[src/rtl/rr_lane_merge.sv]
// rr_lane_merge: fair round-robin merge of NUM_SEL word lanes into a single registered
// valid/ready output stream, tagging each word with the lane it came from.
module rr_lane_merge #(
   parameter int unsigned NUM_SEL   = 16,
   parameter int unsigned NUM_LOG   = 4,
   parameter int unsigned NUM_WIDTH = 64
) (
   input  logic                         clk,
   input  logic                         rst,
   input  logic [NUM_SEL-1:0]           in_valid,
   input  logic [NUM_WIDTH*NUM_SEL-1:0] in_data,
   output logic [NUM_SEL-1:0]           in_ready,
   output logic                         out_valid,
   output logic [NUM_WIDTH-1:0]         out_data,
   output logic [NUM_LOG-1:0]           out_lane,
   input  logic                         out_ready
);

   localparam logic StEmpty = 1'b0;
   localparam logic StFull  = 1'b1;
   localparam logic [NUM_LOG-1:0] LastLane = NUM_LOG'(NUM_SEL - 1);

   logic                 state_q, state_d;
   logic [NUM_LOG-1:0]   ptr_q, ptr_d;
   logic [NUM_WIDTH-1:0] data_q, data_d;
   logic [NUM_LOG-1:0]   lane_q, lane_d;

   logic                 any_req;
   logic                 can_load;
   logic                 load;
   logic [NUM_LOG-1:0]   grant;
   logic [NUM_LOG:0]     hi_pick;
   logic [NUM_LOG:0]     lo_pick;
   logic [NUM_SEL-1:0]   upper_req;
   logic [NUM_WIDTH-1:0] lane_word [NUM_SEL];

   // Returns {found, index} of the lowest set bit of vec.
   function automatic logic [NUM_LOG:0] first_set(input logic [NUM_SEL-1:0] vec);
      logic [NUM_SEL-1:0] tmp;
      logic [NUM_LOG:0]   res;
      tmp = vec;
      res = '0;
      for (int unsigned k = 0; k < NUM_SEL; k++) begin
         if (tmp[0] && !res[NUM_LOG]) begin
            res = {1'b1, NUM_LOG'(k)};
         end
         tmp = tmp >> 1;
      end
      return res;
   endfunction

   for (genvar i = 0; i < NUM_SEL; i++) begin : g_lane
      assign upper_req[i] = in_valid[i] & (NUM_LOG'(i) >= ptr_q);
      assign lane_word[i] = in_data[NUM_WIDTH*i +: NUM_WIDTH];
      assign in_ready[i]  = load & ~rst & (grant == NUM_LOG'(i));
   end

   // Rotated priority: requests at or above ptr win, otherwise wrap to the lowest request.
   assign hi_pick  = first_set(upper_req);
   assign lo_pick  = first_set(in_valid);
   assign grant    = hi_pick[NUM_LOG] ? hi_pick[NUM_LOG-1:0] : lo_pick[NUM_LOG-1:0];

   assign any_req  = |in_valid;
   assign can_load = (state_q == StEmpty) | out_ready;
   assign load     = can_load & any_req;

   always_comb begin
      state_d = state_q;
      ptr_d   = ptr_q;
      data_d  = data_q;
      lane_d  = lane_q;
      if (load) begin
         state_d = StFull;
         data_d  = lane_word[grant];
         lane_d  = grant;
         ptr_d   = (grant == LastLane) ? '0 : grant + 1'b1;
      end else if (state_q == StFull && out_ready) begin
         state_d = StEmpty;
      end
   end

   always_ff @(posedge clk) begin
      if (rst) begin
         state_q <= StEmpty;
         ptr_q   <= '0;
         data_q  <= '0;
         lane_q  <= '0;
      end else begin
         state_q <= state_d;
         ptr_q   <= ptr_d;
         data_q  <= data_d;
         lane_q  <= lane_d;
      end
   end

   assign out_valid = state_q;
   assign out_data  = data_q;
   assign out_lane  = lane_q;

   ptr_in_range: assert property (@(posedge clk) disable iff (rst)
      ({1'b0, ptr_q} < (NUM_LOG+1)'(NUM_SEL)));

endmodule
[config.mk]
export PLATFORM = sky130hd
export DESIGN_NAME = rr_lane_merge
export DESIGN_NICKNAME = d
export VERILOG_FILES = /design/src/rtl/rr_lane_merge.sv
export SDC_FILE = /design/constraint.sdc
export NUM_CORES = 1
export LEC_CHECK = 0
export BUFFER_PORTS_ARGS = -buffer_cell sky130_fd_sc_hd__buf_2
export CORE_AREA = 5 5 430 432
export CTS_CLUSTER_SIZE = 16
export DETAILED_ROUTE_END_ITERATION = 6
export DIE_AREA = 0 0 435 437
export PLACE_DENSITY = 0.3
export SLEW_MARGIN = 0
export SYNTH_ARGS = -nofsm -noshare
export SYNTH_HDL_FRONTEND = slang
export SYNTH_SLANG_ARGS = --single-unit
[constraint.sdc]
create_clock -name clk -period 3.25 [get_ports clk]
set_clock_uncertainty 0.05 [all_clocks]
set_input_delay 0.4875 -clock clk [delete_from_list [all_inputs] [get_ports clk]]
set_output_delay 0.4875 -clock clk [all_outputs]
set_load 0.02 [all_outputs]
==> results of run 1 <==
==> worst max-delay path, cell delays in order (launching register included) <==
cell and delay (ps):
dfxtp_4 410, buf_12 120, o21ba_4 160, o221ai_4 240, nand4b_4 140, or3b_4 410, o22ai_4 180, buf_12 170
inv_16 60, buf_16 150, buf_12 130, ha_4 160, nand2_8 90, nor2_4 40, buf_6 140
==> flip-flops by register name (all words and copies together), names as in the netlist <==
register,cells
out_valid,1
out_lane,4
out_data,64
ptr_q,4
==> through the flow <==
stage          hold WS, ps  worst slack [ps]  utilization (%)  cell area [um2]  instances
3_5_place_dp         439.1             -1108            13.20            23780       5317
5_1_grt              407.9            -474.5            15.58            28070       5417
4_1_cts              340.0            -416.2            15.03            27080       5389
3_3_place_gp         436.0             -1117            13.20            23780       5317
2_1_floorplan        484.5            -80.19                -            12190       1561
6_report             411.6            -362.5            15.59            28090       5427
==> final cells by class <==
| cell class | instances | area [um2] | share of cell area, % |
|---|---|---|---|
| Sequential cell | 73 | 1476 | 5.255 |
| Clock inverter | 7 | 86.33 | 0.3073 |
| Tap cell | 2370 | 2965 | 10.55 |
| Multi-Input combinational cell | 1314 | 12230 | 43.53 |
| Timing Repair Buffer | 1625 | 11010 | 39.19 |
| Antenna cell | 21 | 52.55 | 0.1870 |
| Clock buffer | 9 | 225.2 | 0.8016 |
| Inverter | 8 | 48.80 | 0.1737 |
==> worst max path at each step <==
stage	slack (ps)	startpoint	end	cells past startpoint
final	-360	ptr_q[1]$_SDFFE_PP0P_	in_ready[6]	14
after global routing	-470	ptr_q[1]$_SDFFE_PP0P_	in_ready[6]	14
after CTS	-420	ptr_q[1]$_SDFFE_PP0P_	in_ready[6]	14
after detailed placement	-1110	in_valid[12]	out_data[27]$_SDFFE_PP0P_	15
after global placement	-1120	in_valid[13]	out_data[49]$_SDFFE_PP0P_	15
after floorplan	-80	in_valid[5]	in_ready[5]	10
==> per-layer routing <==
metal,wire length [um],vias to the layer above,GRT usage [%]
li1,-,8974,-
met1,70230,9628,20.72
met2,80570,831,27.92
met3,10040,140,3.431
met4,1735,26,1.998
met5,186,-,0
==> synthesized netlist by cell type (2+ instances only) <==
library cell	count	area share, %
dfxtp_1	73	12
buf_1	6	0.19
nor3_1	2	0.083
mux2i_1	512	43
and2_1	3	0.16
o21ai_0	61	2.5
nand2b_1	8	0.42
a211oi_1	66	4.1
o21a_1	2	0.13
a211o_1	2	0.15
o21ai_1	12	0.50
a311oi_1	2	0.15
a221oi_1	64	4.7
buf_6	9	0.85
ha_1	4	0.42
nand3_1	2	0.083
clkbuf_1	80	2.5
buf_4	33	2.1
o211ai_1	3	0.19
inv_1	7	0.22
nand2_1	24	0.75
o22ai_1	195	10
nor2_1	293	9.2
nor2b_1	10	0.52
a21oi_1	12	0.50
a21boi_0	2	0.13
buf_2	38	1.6
and3_1	2	0.10
==> kinds of logic after synthesis <==
| logic type | Yosys count | synth area share, % |
|---|---|---|
| multiplexers | 512 | 42.75 |
| AO/OA/AOI/OAI | 441 | 24.89 |
| AND/OR/NAND/NOR | 356 | 12.24 |
| buffers and inverters | 174 | 7.441 |
| flip-flops | 73 | 12.19 |
| adder cells (fa/ha/maj) | 4 | 0.4175 |
| XOR/XNOR | 1 | 0.07307 |
==> timing repair <==
action | in CTS | in global routing
gates cloned | 10 | 6
setup buffers | 59 | 18
gates resized for setup | 456 | 159
pin swaps | 98 | 55
endpoints found under the setup margin | 83 | 81
==> power groups by stage <==
| stage | Clock [mW] | Combinational (mW) | Sequential, mW |
|---|---|---|---|
| after floorplan | 0 | 8.64 | 1.95 |
| after global placement | 0 | 19.2 | 1.58 |
| after detailed placement | 0 | 19.1 | 1.59 |
| after CTS | 1.46 | 23.8 | 1.58 |
| after global routing | 1.44 | 26.1 | 1.62 |
| final | 1.34 | 24.8 | 1.58 |
==> summary.md, run 1 <==
| Metric | Value |
|---|---|
| Inserted Clock Buffers | `9` |
| Hold Violations, Final | `0` |
| Post-Route WL | `162800 um` |
| Hold path cells | `3` |
| Combinational power share | `89.5%` |
| Clk slew on worst S/H paths | `100 ps` |
| Critical path type | `reg2out` |
| Pin count of the biggest net entering global routing | `67` |
| Avg WL per Cell | `29.99 um` |
| Clk sink count | `73` |
| Min-delay src | `out_ready` |
| Synth-to-layout area growth | `134.3%` |
| Vias in the first global route | `19.90k` |
| CTS Buffer Depth | `2` |
| Total Power | `27.77 mW` |
| Router iterations before antenna repair | `5` |
| Most common cell after layout, fill and taps aside | `buf_2` |
| Setup TNS | `-17260 ps` |
| Synth Register Bits | `73` |
| Failing checks | `negative setup slack` |
| Req. time, crit path | `2710 ps` |
| Post-synth net total | `2608` |
| Crit end category | `primary output` |
| Layout cell share with drive strength beyond 1 | `65.58%` |
| Full die area | `190100 um2` |
| Maximum clock rate | `276.8 MHz` |
| Pint | `13.58 mW` |
| Post-route ant nets | `0` |
| R2R depth | `16` |
| P per Cell Area | `988.3 nW/um2` |
| GRT Total Usage | `15.99%` |
| Total gr overflow | `0` |
| R2r endpoint | `out_data[35]$_SDFFE_PP0P_` |
| Slew Limit Headroom | `44.54%` |
| Core Area | `180200 um2` |
| Synth cell types | `62` |
| Worst Hold End | `out_valid$_SDFFE_PP0P_` |
| Final period util | `111.2%` |
| Max-Cap Viols | `0` |
| IO Count | `1128` |
| Reg2reg setup slack | `-310 ps` |
| I/O Buffers | `1127` |
| Post-synth EDFFs | `0` |
| Die H | `437 um` |
| Sw Pwr | `14.19 mW` |
| Number of remaining DRC errors | `0` |
| CTS tree | `built` |
| Gate Count Post-Synth | `1561` |
| CTS root buffer | `clkbuf_16` |
| Min Clock Period, post-route | `3613 ps` |
| Synth async-reset ratio | `0%` |
| Die width | `435 um` |
| Register share of total power | `5.7%` |
| Fillers | `20.67k` |
| Hold crit path type | `in2reg` |
| Gpl congestion | `0.9381` |
| Switch share | `51.11%` |
| Vias | `19.60k` |
| Post-Syn Area | `11990 um2` |
| Unrepaired setup endpoints after global routing | `true` |
| Most frequent cells in the layout | `1110 x buf_2, 396 x mux2i_1, 351 x buf_4` |
| Status | `finished with violations` |
| DR iter-0 viols | `1278` |
| Leak | `12.84 nW` |
| Initial antenna violation count | `90` |
| Main synth FF type | `dfxtp_1` |
| Synth warnings | `0` |
| Via density | `3.611` |
| # rows | `156` |
| H-tree levels | `3` |
| Fin nets | `4078` |
| Worst path arrival time | `3080 ps` |
| Slew @ Worst Pin | `831.9 ps` |
| Register area share after synthesis | `12.19%` |
| Endpoints failing setup | `80` |
| Initial core utilization | `6.655%` |
| Worst-path fanout max | `6` |
| Clk network pwr share | `4.8%` |
| Insertion delay to the later sink of the worst-skew pair | `440 ps` |
| Setup ws final | `-362.5 ps` |
| First-pass GRT wire length | `201800 um` |
| Hpwl dp | `138900 um` |
| Hold Buf Count CTS | `0` |
| Worst r2r src | `ptr_q[1]$_SDFFE_PP0P_` |
| Max VDD drop | `452.5 uV` |
| Setup crit start kind | `flip-flop` |
| Syn avg cell area | `7.680 um2` |
| Max Slew Vio Count | `0` |
Note: power is estimated with default switching activity, not from simulation.
==> run 2, diff against run 1 <==
--- a/constraint.sdc
+++ b/constraint.sdc
@@ -3,3 +3,3 @@
 set_input_delay 0.4875 -clock clk [delete_from_list [all_inputs] [get_ports clk]]
 set_output_delay 0.4875 -clock clk [all_outputs]
-set_load 0.02 [all_outputs]
+set_load 0.1 [all_outputs]
==> summary.md, run 2 (synthesized netlist as in run 1, its figures left out) <==
| Metric | Value |
|---|---|
| Status | `finished with violations` |
| Failing checks | `negative setup slack` |
| Worst-path fanout max | `5` |
| Hold WS | `302.8 ps` |
| Vias in the first global route | `19.96k` |
| IO Count | `1128` |
| Layout cell share with drive strength beyond 1 | `67.76%` |
| Via density | `3.598` |
| Most common cell after layout, fill and taps aside | `buf_2` |
| Slew @ Worst Pin | `1043 ps` |
| Fin nets | `4064` |
| Leak | `13.02 nW` |
| Reg area | `1476 um2` |
| Slew Limit Headroom | `30.47%` |
| Setup ws final | `-393.2 ps` |
| Hold Buf Count CTS | `0` |
| Sw Pwr | `16.74 mW` |
| Core Area | `180200 um2` |
| CTS Buffer Depth | `2` |
| P per Cell Area | `1086 nW/um2` |
| Total gr overflow | `0` |
| H-tree levels | `3` |
| Placed cell area | `23700 um2` |
| Avg WL per Cell | `28.80 um` |
| Combinational power share | `90.6%` |
| Initial antenna violation count | `99` |
| Pint | `15.08 mW` |
| Reg2reg setup slack | `-380 ps` |
| Synth-to-layout area growth | `144.5%` |
| Pin count of the biggest net entering global routing | `46` |
| Flip-flop count of the largest register after layout | `64` |
| I/O Buffers | `1127` |
| Fillers | `20.55k` |
| Inserted Clock Buffers | `9` |
| Clk slew on worst S/H paths | `70 ps` |
| Min Clock Period, post-route | `3643 ps` |
| Insertion delay to the later sink of the worst-skew pair | `410 ps` |
| Max VDD drop | `394.2 uV` |
| Post-route ant nets | `0` |
| Crit end category | `primary output` |
| Clk network pwr share | `4.3%` |
| Final period util | `112.1%` |
| GRT Total Usage | `15.39%` |
| Max-Cap Viols | `0` |
| Number of remaining DRC errors | `0` |
| First-pass GRT wire length | `195100 um` |
| Most frequent cells in the layout | `1110 x buf_2, 353 x mux2i_1, 302 x buf_4` |
| Die width | `435 um` |
| Worst path arrival time | `3110 ps` |
| Register share of total power | `5.0%` |
| DR iter-0 viols | `1314` |
| Die H | `437 um` |
| Post-route cell area | `29310 um2` |
| Initial core utilization | `6.655%` |
| Hold crit path type | `in2reg` |
| Full die area | `190100 um2` |
| # rows | `156` |
| Max Slew Vio Count | `0` |
| Hold Violations, Final | `0` |
| Gpl congestion | `0.9192` |
| Router iterations before antenna repair | `5` |
| Switch share | `52.60%` |
| Critical path type | `reg2out` |
| Setup crit start kind | `flip-flop` |
| Vias | `19.49k` |
| Maximum clock rate | `274.5 MHz` |
| CTS tree | `built` |
| Post-Route WL | `156100 um` |
| Area of the multi-input gates | `12940 um2` |
| Clk sink count | `73` |
| Req. time, crit path | `2710 ps` |
| Hpwl dp | `133500 um` |
| Unrepaired setup endpoints after global routing | `true` |
| Endpoints failing setup | `80` |
| CTS root buffer | `clkbuf_16` |
[run 2: through the flow]
| step | utilization, % | power (mW) | worst slack [ps] | setup TNS (ps) | instances |
|---|---|---|---|---|---|
| 2_1_floorplan | - | 12.94 | -408.3 | -5163 | 1561 |
| 3_3_place_gp | 13.15 | 22.74 | -1161 | -51870 | 5278 |
| 3_5_place_dp | 13.15 | 22.69 | -1149 | -51100 | 5278 |
| 4_1_cts | 15.53 | 30.55 | -458.3 | -23520 | 5361 |
| 5_1_grt | 16.25 | 33.33 | -535.0 | -31890 | 5403 |
| 6_report | 16.27 | 31.82 | -393.2 | -21970 | 5418 |
[run 2: final cells by class]
class                   count  share of cell area, %
clock buffers               9                 0.7683
repair inverters            1                0.06829
clock inverters             6                 0.3671
well taps                2370                  10.12
diodes                     27                 0.2305
multi-input cells        1314                  44.15
repair buffers           1610                  39.10
inverters                   8                 0.1579
flip-flops and latches     73                  5.037
[run 2: path summary, 6_finish.rpt]
path,from,to,cells after the start
worst max-delay path,ptr_q[1]$_SDFFE_PP0P_,in_ready[13],13
worst min-delay path,rst,out_data[53]$_SDFFE_PP0P_,2
worst max register to register,ptr_q[1]$_SDFFE_PP0P_,out_data[30]$_SDFFE_PP0P_,18
worst min register to register,out_data[2]$_SDFFE_PP0P_,out_data[2]$_SDFFE_PP0P_,2
[run 2: repair_timing]
action	in CTS	in global routing
setup endpoints to repair	82	82
gates cloned	17	4
pin swaps	148	98
gates resized for setup	607	190
setup buffers	82	40
[run 2: power groups by stage]
stage	Clock (mW)	Combinational (mW)	Sequential (mW)
final	1.37	28.8	1.60
after global routing	1.48	30.2	1.65
after floorplan	0	8.77	4.17
after detailed placement	0	21.1	1.62
after CTS	1.49	27.4	1.62
after global placement	0	21.1	1.63
[run 2: worst max-delay path: stages (launching register included)]
cell and delay, ps:
dfxtp_4 400, buf_6 140, o21ba_4 160, o221ai_4 230, nand4b_4 150, or3b_4 420
o22ai_4 180, buf_12 170, buf_12 120, ha_4 160, nand2_4 60, buf_12 180
nor2_4 120, buf_12 180
[run 2: routing by layer]
metal | part of all wire, % | up-vias | wire, um | GRT usage (%)
li1 | - | 8960 | - | -
met1 | 41 | 9529 | 64070 | 18.98
met2 | 49 | 800 | 77230 | 26.53
met3 | 7.3 | 159 | 11390 | 4.212
met4 | 2.0 | 46 | 3066 | 3.727
met5 | 0.19 | - | 298 | 0
==> run 3, diff against run 2 <==
CORE_AREA = 5 5 432 434   (was 5 5 430 432)
DIE_AREA = 0 0 437 439   (was 0 0 435 437)
clock period = 4.1 ns   (was 3.25 ns; I/O delays follow)
==> summary.md, run 3 (synthesized netlist as in run 1, its figures left out) <==
| Metric | Value |
|---|---|
| Placed cell area | `22360 um2` |
| Full die area | `191800 um2` |
| Avg WL per Cell | `29.25 um` |
| Sw Pwr | `10.72 mW` |
| Insertion delay to the later sink of the worst-skew pair | `420 ps` |
| Dpl ws | `-578.0 ps` |
| Combinational power share | `87.2%` |
| Hold Violations, Final | `0` |
| Unrepaired setup endpoints after global routing | `false` |
| Setup ws final | `19.46 ps` |
| CTS tree | `built` |
| Req. time, crit path | `4310 ps` |
| Hold crit path type | `reg2reg` |
| Post-route ant nets | `0` |
| Vias in the first global route | `18.31k` |
| Clk network pwr share | `5.8%` |
| First-pass GRT wire length | `188200 um` |
| WL met1 | `64240 um` |
| H-tree levels | `3` |
| I/O Buffers | `1127` |
| Endpoints failing setup | `0` |
| Flip-flop count of the largest register after layout | `64` |
| Register share of total power | `7.0%` |
| Initial antenna violation count | `102` |
| Via density | `3.551` |
| Hold WS | `417.1 ps` |
| Total gr overflow | `0` |
| DR iter-0 viols | `1324` |
| Post-Route WL | `151900 um` |
| Gpl congestion | `0.9324` |
| Most frequent cell on the critical path | `mux2i_1` |
| Clk slew on worst S/H paths | `100 ps` |
| IO Count | `1128` |
| Die width | `437 um` |
| Metal3 WL | `10860 um` |
| Slowest-stage cell, CP | `a221oi_1` |
| Switch share | `60.37%` |
| Slew @ Worst Pin | `1134 ps` |
| Die H | `439 um` |
| Hold Buf Count CTS | `0` |
| Min Clock Period, post-route | `4081 ps` |
| Layout cell share with drive strength beyond 1 | `51.53%` |
| Number of remaining DRC errors | `0` |
| Initial core utilization | `6.577%` |
| CP cell instances | `buf_2 > or4_1 > nor2_4 > nand2_1 > o32ai_1 > o22ai_4 > inv_8 > buf_12 > buf_4 > mux2i_1 > mux2i_1 > a221oi_1 > a211oi_1` |
| Max Slew Vio Count | `0` |
| Leak | `10.92 nW` |
| Top sig layer | `met5` |
| Fillers | `21.32k` |
| Crit end category | `flip-flop` |
| Vias | `18.45k` |
| Hpwl dp | `133500 um` |
| Total Power | `17.76 mW` |
| Final period util | `99.53%` |
| Most common cell after layout, fill and taps aside | `buf_2` |
| Pint | `7.037 mW` |
| Crit-path max cell delay | `970 ps` |
| Max VDD drop | `300.0 uV` |
| Status | `finished clean` |
| # rows | `157` |
| CTS Buffer Depth | `2` |
| Synth-to-layout area growth | `90.07%` |
| Setup crit start kind | `primary input` |
| Maximum clock rate | `245.1 MHz` |
| Max-Cap Viols | `0` |
| Post-route cell area | `22790 um2` |
| Pin count of the biggest net entering global routing | `75` |
| Critical path type | `in2reg` |
| Router iterations before antenna repair | `5` |
| R2R depth | `12` |
| Hold path cells | `2` |
| DR WL met2 | `74110 um` |
| Slew Limit Headroom | `24.37%` |
| Clk sink count | `73` |
| P per Cell Area | `779.3 nW/um2` |
| Post-route core utilization | `12.50%` |
| Core Area | `182300 um2` |
| CTS root buffer | `clkbuf_16` |
| Fin nets | `3825` |
| Inserted Clock Buffers | `9` |
| GRT Total Usage | `14.87%` |
| Most frequent cells in the layout | `1110 x buf_2, 512 x mux2i_1, 278 x nor2_1` |
| Worst-path fanout max | `23` |
| Worst path arrival time | `4290 ps` |
==> run 3: changes by cell type in the layout (fill, tap and decap cells not counted), moves of 51 or more <==
cell and change:
a221oi_1 +51, buf_4 -87, buf_6 -53, mux2i_1 +159, mux2i_2 -59, mux2i_4 -100
o22ai_1 +88, o22ai_2 -68
==> run 3: worst paths after layout <==
path | startpoint | endpoint | slack [ps]
worst max-delay path | in_valid[1] | out_data[60]$_SDFFE_PP0P_ | 20
worst min-delay path | out_lane[1]$_SDFFE_PP0P_ | out_lane[1]$_SDFFE_PP0P_ | 420
worst max register to register | ptr_q[1]$_SDFFE_PP0P_ | out_data[60]$_SDFFE_PP0P_ | 80
worst min register to register | out_lane[1]$_SDFFE_PP0P_ | out_lane[1]$_SDFFE_PP0P_ | 420
==> run 3: final cells by class <==
type,count,area [um2],share of cell area [%]
Antenna cell,27,67.56,0.2965
Clock buffer,11,242.7,1.065
Clock inverter,5,55.05,0.2416
Inverter,8,37.54,0.1647
Multi-Input combinational cell,1314,9813,43.06
Sequential cell,73,1476,6.479
Tap cell,2385,2984,13.10
Timing Repair Buffer,1372,8110,35.59
==> run 3: power by group through the flow <==
| stage | Clock, mW | Sequential, mW | Combinational (mW) |
|---|---|---|---|
| 2_1_floorplan | 0 | 3.30 | 6.83 |
| 3_3_place_gp | 0 | 1.25 | 15.8 |
| 3_5_place_dp | 0 | 1.26 | 15.7 |
| 4_1_cts | 1.14 | 1.25 | 15.8 |
| 5_1_grt | 1.12 | 1.28 | 16.4 |
| 6_report | 1.03 | 1.24 | 15.5 |
==> run 3: worst max-delay path: cells and delay by family <==
family / cells / cell delay [ps]
buffers and inverters: 4 / 870
and+or+nand+nor: 3 / 810
muxes: 2 / 330
AOI/OAI and AO/OA: 4 / 1600
==> run 3: routing by layer <==
layer | vias up | track usage, %
met1 | 8947 | 19.07
met4 | 38 | 1.947
li1 | 8420 | -
met5 | - | 0
met2 | 878 | 25.91
met3 | 164 | 3.509
==> run 3: through the flow <==
step	std cells	setup TNS, ps
floorplan	1561	-2854
global placement	5150	-4375
detailed placement	5150	-3616
CTS	5166	0
global route	5175	0
finish	5195	0
==> run 3: repair_timing <==
item,in CTS,in global routing
pin swaps,0,1
endpoints found under the setup margin,22,19
gates resized for setup,8,8
endpoints found under the hold margin,0,0
buffers inserted,0,2
